===== src/rtl/ppu_pkg.sv =====
// Shared PPU constants, sprite evaluator state type and the Y range helper.
package ppu_pkg;

    localparam int unsigned OAM_SPRITES      = 64;
    localparam int unsigned MAX_LINE_SPRITES = 8;
    localparam int unsigned SEC_OAM_BYTES    = 32;
    localparam int unsigned SPRITE_H_SMALL   = 8;
    localparam int unsigned SPRITE_H_LARGE   = 16;

    localparam int unsigned OAM_AW   = 8;
    localparam int unsigned SEC_AW   = 5;
    localparam int unsigned LINE_W   = 9;
    localparam int unsigned COUNT_W  = 4;
    localparam int unsigned SPRITE_W = 6;

    typedef enum logic [2:0] {
        ST_IDLE     = 3'd0,
        ST_CLEAR    = 3'd1,
        ST_CHECK_Y  = 3'd2,
        ST_COPY     = 3'd3,
        ST_OVF_SCAN = 3'd4,
        ST_DONE     = 3'd5
    } sprite_eval_state_t;

    // Row is taken modulo 512 so a Y above the current line never aliases into range.
    function automatic logic y_in_range(input logic [LINE_W-1:0] line,
                                        input logic [7:0]        y,
                                        input logic              size);
        logic [LINE_W-1:0] row;
        row = line - {1'b0, y};
        return row < (size ? LINE_W'(SPRITE_H_LARGE) : LINE_W'(SPRITE_H_SMALL));
    endfunction

endpackage


===== src/rtl/secondary_oam.sv =====
// 32x8 secondary OAM: synchronous write on dot ticks, combinational read.
module secondary_oam
    import ppu_pkg::*;
(
    input  logic              clk,
    input  logic              dot_tick,
    input  logic              we,
    input  logic [SEC_AW-1:0] wr_addr,
    input  logic [7:0]        wr_data,
    input  logic [SEC_AW-1:0] rd_addr,
    output logic [7:0]        rd_data
);

    logic [7:0] mem [SEC_OAM_BYTES];

    // Write port, advanced only on a PPU dot.
    always_ff @(posedge clk) begin
        if (we && dot_tick) begin
            mem[wr_addr] <= wr_data;
        end
    end

    assign rd_data = mem[rd_addr];

endmodule


===== src/rtl/sprite_evaluator.sv =====
// Per-scanline sprite evaluation: clears secondary OAM, copies up to eight
// in-range sprites from primary OAM, then scans the rest for overflow.
module sprite_evaluator
    import ppu_pkg::*;
(
    input  logic               CLK,
    input  logic               RST,
    input  logic               dot_tick,
    input  logic               line_start,
    input  logic               render_en,
    input  logic [LINE_W-1:0]  line_count,
    input  logic               sprite_size,
    output logic [OAM_AW-1:0]  oam_rd_addr,
    input  logic [7:0]         oam_rd_data,
    input  logic [SEC_AW-1:0]  sec_rd_addr,
    output logic [7:0]         sec_rd_data,
    output logic [COUNT_W-1:0] sprite_count,
    output logic               sprite0_hit_line,
    output logic               overflow_set,
    output logic               eval_done
);

    sprite_eval_state_t    state_q, state_d;
    logic [SPRITE_W-1:0]   n_q, n_d;
    logic [1:0]            sub_q, sub_d;
    logic [SEC_AW-1:0]     clr_q, clr_d;
    logic [COUNT_W-1:0]    found_q, found_d;
    logic [COUNT_W-1:0]    count_d;
    logic                  hit_d, done_d, ovf_d;
    logic                  sec_we_c;
    logic [SEC_AW-1:0]     sec_wa_c;
    logic [7:0]            sec_wd_c;
    logic                  in_range_c;
    logic                  n_last_c;

    secondary_oam u_sec (
        .clk      (CLK),
        .dot_tick (dot_tick),
        .we       (sec_we_c),
        .wr_addr  (sec_wa_c),
        .wr_data  (sec_wd_c),
        .rd_addr  (sec_rd_addr),
        .rd_data  (sec_rd_data)
    );

    // State and output registers.
    always_ff @(posedge CLK or negedge RST) begin
        if (!RST) begin
            state_q          <= ST_IDLE;
            n_q              <= '0;
            sub_q            <= '0;
            clr_q            <= '0;
            found_q          <= '0;
            sprite_count     <= '0;
            sprite0_hit_line <= 1'b0;
            eval_done        <= 1'b0;
            overflow_set     <= 1'b0;
        end else begin
            state_q          <= state_d;
            n_q              <= n_d;
            sub_q            <= sub_d;
            clr_q            <= clr_d;
            found_q          <= found_d;
            sprite_count     <= count_d;
            sprite0_hit_line <= hit_d;
            eval_done        <= done_d;
            overflow_set     <= ovf_d;
        end
    end

    // Next-state, counters and secondary OAM write control.
    always_comb begin
        state_d    = state_q;
        n_d        = n_q;
        sub_d      = sub_q;
        clr_d      = clr_q;
        found_d    = found_q;
        count_d    = sprite_count;
        hit_d      = sprite0_hit_line;
        done_d     = eval_done;
        ovf_d      = 1'b0;
        sec_we_c   = 1'b0;
        sec_wa_c   = '0;
        sec_wd_c   = 8'hFF;
        in_range_c = y_in_range(line_count, oam_rd_data, sprite_size);
        n_last_c   = (n_q == SPRITE_W'(OAM_SPRITES - 1));

        if (dot_tick) begin
            if (!render_en) begin
                state_d = ST_IDLE;
                n_d     = '0;
                sub_d   = '0;
                found_d = '0;
                count_d = '0;
                hit_d   = 1'b0;
                done_d  = 1'b0;
            end else if (line_start) begin
                state_d = ST_CLEAR;
                clr_d   = '0;
                n_d     = '0;
                sub_d   = '0;
                found_d = '0;
                count_d = '0;
                hit_d   = 1'b0;
                done_d  = 1'b0;
            end else begin
                case (state_q)
                    ST_CLEAR: begin
                        sec_we_c = 1'b1;
                        sec_wa_c = clr_q;
                        clr_d    = SEC_AW'(clr_q + 1'b1);
                        if (clr_q == SEC_AW'(SEC_OAM_BYTES - 1)) begin
                            state_d = ST_CHECK_Y;
                        end
                    end
                    ST_CHECK_Y: begin
                        if (in_range_c) begin
                            sec_we_c = 1'b1;
                            sec_wa_c = {found_q[2:0], 2'b00};
                            sec_wd_c = oam_rd_data;
                            sub_d    = 2'd1;
                            state_d  = ST_COPY;
                            if (n_q == '0) begin
                                hit_d = 1'b1;
                            end
                        end else begin
                            n_d = SPRITE_W'(n_q + 1'b1);
                            if (n_last_c) begin
                                state_d = ST_DONE;
                                done_d  = 1'b1;
                                count_d = found_q;
                            end
                        end
                    end
                    ST_COPY: begin
                        sec_we_c = 1'b1;
                        sec_wa_c = {found_q[2:0], sub_q};
                        sec_wd_c = oam_rd_data;
                        sub_d    = 2'(sub_q + 1'b1);
                        if (sub_q == 2'd3) begin
                            found_d = COUNT_W'(found_q + 1'b1);
                            n_d     = SPRITE_W'(n_q + 1'b1);
                            if (n_last_c) begin
                                state_d = ST_DONE;
                                done_d  = 1'b1;
                                count_d = found_d;
                            end else if (found_d == COUNT_W'(MAX_LINE_SPRITES)) begin
                                state_d = ST_OVF_SCAN;
                            end else begin
                                state_d = ST_CHECK_Y;
                            end
                        end
                    end
                    ST_OVF_SCAN: begin
                        if (in_range_c) begin
                            ovf_d   = 1'b1;
                            state_d = ST_DONE;
                            done_d  = 1'b1;
                            count_d = found_q;
                        end else begin
                            n_d = SPRITE_W'(n_q + 1'b1);
                            if (n_last_c) begin
                                state_d = ST_DONE;
                                done_d  = 1'b1;
                                count_d = found_q;
                            end
                        end
                    end
                    default: ;
                endcase
            end
        end
    end

    // Primary OAM address is a decode of registered state; zero when not reading.
    always_comb begin
        oam_rd_addr = '0;
        case (state_q)
            ST_CHECK_Y, ST_OVF_SCAN: oam_rd_addr = {n_q, 2'b00};
            ST_COPY:                 oam_rd_addr = {n_q, sub_q};
            default: ;
        endcase
    end

endmodule


===== config.mk =====
export PLATFORM = sky130hd
export DESIGN_NAME = sprite_evaluator
export DESIGN_NICKNAME = d
export VERILOG_FILES = /design/src/rtl/ppu_pkg.sv /design/src/rtl/secondary_oam.sv /design/src/rtl/sprite_evaluator.sv
export SDC_FILE = /design/constraint.sdc
export NUM_CORES = 1
export LEC_CHECK = 0
export CAP_MARGIN = 20
export CORE_AREA = 2 2 135 189
export CTS_CLUSTER_DIAMETER = 100
export DETAILED_ROUTE_END_ITERATION = 8
export DIE_AREA = 0 0 137 191
export GPL_TIMING_DRIVEN = 0
export PLACE_DENSITY = 0.68
export SETUP_SLACK_MARGIN = 0.15
export SLEW_MARGIN = 20
export SYNTH_ARGS = -nofsm -noshare
export SYNTH_HDL_FRONTEND = slang
export SYNTH_SLANG_ARGS = --single-unit

===== constraint.sdc =====
create_clock -name CLK -period 3.85 [get_ports CLK]
set_clock_uncertainty 0.15 [all_clocks]
set_input_delay 0.5775 -clock CLK [delete_from_list [all_inputs] [get_ports CLK]]
set_output_delay 0.5775 -clock CLK [all_outputs]
set_load 0.05 [all_outputs]

-- Word-level counts from Yosys, hierarchy flattened
Memories as Yosys holds them, arrays and structs flattened.
Index checks and enable logic that the tools add are counted.
- register bits after elaboration: 27
- bits in writable memories: 256
- input port bits: 28
- output and inout port bits: 23
- word-level logic and storage cells: 120
- memories kept: 1
- memories (name ; words ; bits a word ; rd ports ; clocked after Yosys merged registers in ; write ports ; RTL line ; text):
    u_sec.mem ; 32 ; 8 ; 1 ; 0 ; 1 ; secondary_oam.sv:14 ; logic [7:0] mem [SEC_OAM_BYTES];
- $add $sub $neg: 5
- $lt $le $gt $ge: 1
- eq/ne operators: 23
- mux-type cells: 68
- reductions and logical operators: 13
- operator list (cell ; count):
    4-bit two-way mux ; 11
    5-bit two-way mux ; 7
    8-bit two-way mux ; 4
    8-bit case mux with 2 select lines ; 2
    3-bit two-way mux ; 9
    6-bit two-way mux ; 4
    4-bit != test (second input constant) ; 6
    1-bit two-way mux ; 21
    4-bit AND reduction ; 4
    3-bit by 2-bit != test with 1-bit output (second input constant) ; 5
    5-bit case mux with 3 select lines ; 1
    3-bit case mux with 4 select lines ; 1
    4-bit case mux with 3 select lines ; 1
    6-bit case mux with 2 select lines ; 1
    9-bit by 5-bit less-than comparator with 1-bit output ; 1
    3-bit AND reduction ; 3
    9-bit by 8-bit subtractor with 9-bit output ; 1
    6-bit by 1-bit adder with 6-bit output (second input constant) ; 1
    3-bit by 2-bit equality test with 1-bit output (second input constant) ; 2
    6-bit equality test (second input constant) ; 1
    6-bit zero test ; 1
    2-bit two-way mux ; 3
    6-bit by 2-bit != test with 1-bit output (second input constant) ; 1
    5-bit by 1-bit adder with 5-bit output (second input constant) ; 1
    17 further kinds ; 18

-- Longest topological paths before layout
- depth after elaboration: 10
- gate-level depth with buffers: 14
- gate-level depth less buffers: 13

-- Cells and area by module
Synthesis repeated with hierarchy kept, for this count alone.
- cells, all modules: 697
- area, all modules: 12151.7 um2
- modules (own cells, without submodules) (module ; instances ; cells an instance ; area an instance (um2) ; seq. area each (um2)):
    secondary_oam ; 1 ; 410 ; 9898.2 ; 7687.4
    sprite_evaluator ; 1 ; 287 ; 2253.4 ; 675.6

-- Worst setup path after synthesis
Ideal clock, no wire load.
- kind: input to register
- start: input port oam_rd_data[1]
- end: memory u_sec.mem[24][0], enable pin
- setup time: 383 ps
- data arrival time: 3369 ps
- data required time: 3317 ps
- setup slack: -53 ps
- cell stages on the path: 13
- path buffers: 1
- path through: inv_1 ha_1 a2111oi_4 nor2_1 nor2_1 nor2_1 ha_1 o21ai_0 and3_1 buf_2 a41o_1 or2_2 nor3_1
- longest elaborated chain between the ends: 10
- elaborated cells on any way between the ends: 15
- classes of those cells: 1 x add/sub; 1 x order compare; 12 x mux; 1 x reduce/logical
- ends and longest elaborated chain (what ; RTL line ; text):
    from (decl) ; sprite_evaluator.sv:14 ; input logic [7:0] oam_rd_data,
    9-bit by 8-bit subtractor with 9-bit output * ; ppu_pkg.sv:30 ; row = line - {1'b0, y};
    9-bit by 5-bit less-than comparator with 1-bit output * ; ppu_pkg.sv:31 ; return row < (size ? LINE_W'(SPRITE_H_LARGE) : LINE_W'(SPRITE_H_SMALL));
    1-bit two-way mux ; sprite_evaluator.sv:117 ; if (in_range_c) begin
    1-bit case mux with 2 select lines ; sprite_evaluator.sv:107 ; case (state_q)
    1-bit two-way mux ; sprite_evaluator.sv:97 ; end else if (line_start) begin
    1-bit two-way mux ; sprite_evaluator.sv:89 ; if (!render_en) begin
    1-bit two-way mux ; sprite_evaluator.sv:88 ; if (dot_tick) begin
    1-bit logical AND ; secondary_oam.sv:18 ; if (we && dot_tick) begin
    1-bit two-way mux ; secondary_oam.sv:18 ;
    1-bit two-way mux (implied by the code) ; secondary_oam.sv:19 ; mem[wr_addr] <= wr_data;
    to (decl) ; secondary_oam.sv:14 ;
Every way passes the cells marked *; elsewhere a longest branch is shown, timed or not.

-- Final worst setup path
- start: input port oam_rd_data[7]
- end: memory u_sec.mem[22][4], enable pin
Same word-level chain as after synthesis.

==> impl_metrics.csv <==
group,metric,value,unit
detailed_routing,wirelength,29.5,mm
setup_path,worstPathArrival,3.73,ns
detailed_routing,drc_errors,0,
yosys,netlist_instances,718,
setup_path,cp.depth,13,
setup_path,cp_num_buf_inv,4,
setup_path,reg2reg_slack,0.47,ns
detailed_routing,drtPass1Iterations,5,
timing,relSlewSlack,32.1,%
setup_path,start_kind,"input port",
place,gp_congestion,0.912,
finish,drive_gt1_share,32.8,%
die,initial_core_util,50.2,%
setup_path,crit_fanout,8,
die,rows,68,
timing,tightest_slew,1.02,ns
yosys,synth_edf_count,256,
cts,clk_pin_slew,0.07,ns
timing,hold_violations,0,
timing,report.final.slew_viol_count,0,
setup_path,cpLargestDelayFamily,"compound AO/OA/AOI/OAI gates",
detailed_routing,drtAntennaViolNets,0,
die,die_w,137,um
cts,numCtsBuffers,26,
yosys,synth_area,12300,um2
yosys,syn_nets,760,
setup_path,max_stage_delay,0.46,ns
cts,cts-root-buf,"clkbuf_16",
cts,cts_tree,"done",
cts,clockBufferDepth,3,
setup_path,cp.required,3.90,ns
timing,timing.hold.ws,0.368,ns
die,die_h,191,um
die,ios,51,
job,cap_violations,0,
detailed_routing,wl_per_cell,25.1,um
timing,period_needed,3.68,ns
die,dieArea,26200,um2
pwr,internal_power,5.11,mW
setup_path,worstReg2RegStart,"state_q[2]",
yosys,async_flop_share,9.54,%
cts,cts.sinks,283,
finish,antenna_cells,0,
pwr,p_leak,5.66,nW
setup_path,cp_slowest_cell,"clkdlybuf4s50_1",
detailed_routing,drt-initial-drc-count,656,
yosys,synth.distinct_cells,67,
yosys,synth_ff_type,"edfxtp_1",
cts,htree_levels,1,
timing,fin_setup_tns,0,ns
place,io_buffer_count,45,
grt,grtUsageTotal,23.2,%
pwr,combPwrFrac,8.2,%
yosys,syn_avg_cell_area,17.1,um2
setup_path,path_class,"in -> reg",
yosys,yosysWarnings,0,
pwr,power_switching,1.43,mW
setup_path,reg2reg_depth,9,
detailed_routing,vias,7194,
finish,fin_nets,880,
timing,final-setup-viol-count,0,
die,core,24500,um2
grt,grt_pass1_vias,7645,
grt,grt.overflow.total,0,
pwr,power.density,431,nW/um2
finish,syn_to_final_growth,23.4,%
setup_path,worstSetupStartpoint,"oam_rd_data[7]",
grt,grt_max_degree,33,
setup_path,endpoint,"u_sec.mem[22][4]",
timing,grt_setup_unrepaired,"true",
yosys,yosysSeqAreaShare,68.0,%
setup_path,end_kind,"flop",
finish,final_util,61.9,%
setup_path,r2r-end,"u_sec.mem[8][7]",
pwr,clock_power_share,40.4,%
min_path,hold_path.class,"reg -> reg",
grt,grt_antenna_before_repair,0,
timing,period_share,95.7,%
place,dp_hpwl,19.6,mm
min_path,worstHoldPathCells,2,
pwr,ir_drop,0.293,mV
pwr,switching_share,21.9,%
pwr,p_seq_share,51.4,%
yosys,ys_ff_latch,283,
cts,worstSkewPairLatency,0.52,ns
detailed_routing,avgViaCountPerCell,6.13,
timing,clock.fmax,271,MHz
grt,grt_first_pass_wirelength,45.2,mm
setup_path,path_cells,"clkdlybuf4s50_1, inv_1, ha_4, nand2_1, a211o_1, a21o_1, o311ai_2, nand3_2, o32ai_4, buf_4, nand4_1, buf_6, nor2_4",
run_status,status,"complete, no violations",
## placed cells by master, fill, tap and decap left out, drive strengths merged, types with 3 or more instances in the layout
cell type	count
or4	4
nor2	55
buf	57
a21o	3
mux2i	5
xor2	3
nor3	19
and3	6
and2	6
a21oi	17
edfxtp	256
o31ai	5
ha	14
nor4	4
nor3b	3
bufinv	4
clkinvlp	4
dlymetal6s2s	8
nand4	3
nand2	36
o311ai	4
nand2b	10
a22o	3
inv	16
mux2	13
mux4	80
o21ai	29
clkinv	8
nand3	18
dlygate4sd2	8
clkbuf	58
or3	4
dfrtp	27
clkdlybuf4s50	28
or2	3
## timing repair
action                                  in CTS  in global routing
hold endpoints to repair                    27                  0
resized for setup                          156                 20
pin swaps                                   34                 12
endpoints found under the setup margin     524                223
hold buffers                                 1                  0
gates cloned                                 1                  0
buffers inserted                            39                  3
## layout make-up
type / count / area, um2
plain buffers: 38 / 235
clock buffers: 32 / 694
clock inverters: 16 / 186
fillers: 1724 / 9330
inverters: 16 / 60.1
multi-input cells: 382 / 4220
flip-flops and latches: 283 / 8360
well taps: 315 / 394
repair buffers: 91 / 1020
## through the flow
stage	instances	setup WS [ns]	total power, mW	area (um2)
floorplan	718	-0.0323	3.73	12300
global placement	1078	-1.19	3.86	13200
detailed placement	1078	-1.38	3.88	13200
CTS	1167	0.165	6.56	15000
global route	1173	0.134	6.75	15200
finish	1173	0.166	6.54	15200
## Yosys cell counts (3+ instances only)
cell type  number  area share, %
a22o_1          3           0.21
and2_1          6           0.31
buf_1          11           0.34
a21o_1          3           0.18
nor3_1         18           0.73
and3_1          5           0.25
nand2_1        35            1.1
clkbuf_1       24           0.73
or2_2           3           0.15
nor3b_1         3           0.18
or4_1           3           0.18
edfxtp_1      256             63
or3_1           4           0.20
nor4_1          4           0.20
nand2b_1        8           0.41
ha_1           14            1.4
nand3_1        18           0.73
xor2_1          3           0.21
mux4_2         80             15
a21oi_1        17           0.69
inv_1          16           0.49
mux2_2         12            1.1
o21ai_0        27            1.1
mux2i_1         5           0.41
dfrtp_1        27            5.5
nand4_1         3           0.15
o31ai_1         5           0.31
nor2_1         54            1.6
## kinds of logic (layout without fill, tap and decap cells)
| family | count (synthesis) | count (layout) | synth area share, % |
|---|---|---|---|
| flops | 283 | 283 | 68.0 |
| compound gates | 91 | 91 | 5.30 |
| fa+ha+maj | 14 | 14 | 1.42 |
| simple gates | 174 | 175 | 6.98 |
| xor+xnor | 4 | 4 | 0.285 |
| buf+inv | 54 | 193 | 1.70 |
| mux | 98 | 98 | 16.3 |
## sequential cells by signal, indices dropped and copies added, names as in the netlist
name and cells:
found_q 4, u_sec.mem 256, sprite0_hit_line 1, overflow_set 1, eval_done 1, state_q 3, sprite_count 4, clr_q 5
sub_q 2, n_q 6
## worst register-to-register path, cell delays in order (launching register included)
cell,delay (ns)
dfrtp_1,0.32
clkbuf_1,0.36
nand2b_1,0.17
clkbuf_1,0.34
nor2_1,0.18
nand2_1,0.16
o21ai_1,0.16
a41o_1,0.30
or4_4,0.62
nor2_4,0.29
## worst min-delay path by stage
stage,start,to,slack (ns)
floorplan,RST,clr_q[0],0.13
global placement,sprite0_hit_line,sprite0_hit_line,0.35
detailed placement,sprite0_hit_line,sprite0_hit_line,0.35
CTS,sprite0_hit_line,sprite0_hit_line,0.37
global route,sprite0_hit_line,sprite0_hit_line,0.41
finish,sprite0_hit_line,sprite0_hit_line,0.37
## power groups by stage
stage / combinational (mW) / clock, mW / sequential, mW
after global placement: 0.440 / 0 / 3.42
after global routing: 0.570 / 2.81 / 3.36
after floorplan: 0.303 / 0 / 3.43
final: 0.534 / 2.65 / 3.36
after CTS: 0.515 / 2.68 / 3.36
after detailed placement: 0.454 / 0 / 3.43
## metal layers
metal  global-route usage, %  share of wire (%)  up-vias
li1                        -                  -     3145
met5                       0                  0        -
met1                    27.7                 37     3739
met4                    6.54                2.7        0
met3                    2.63                4.4       51
met2                    43.6                 56      259
Note: power is estimated with default switching activity, not from simulation.
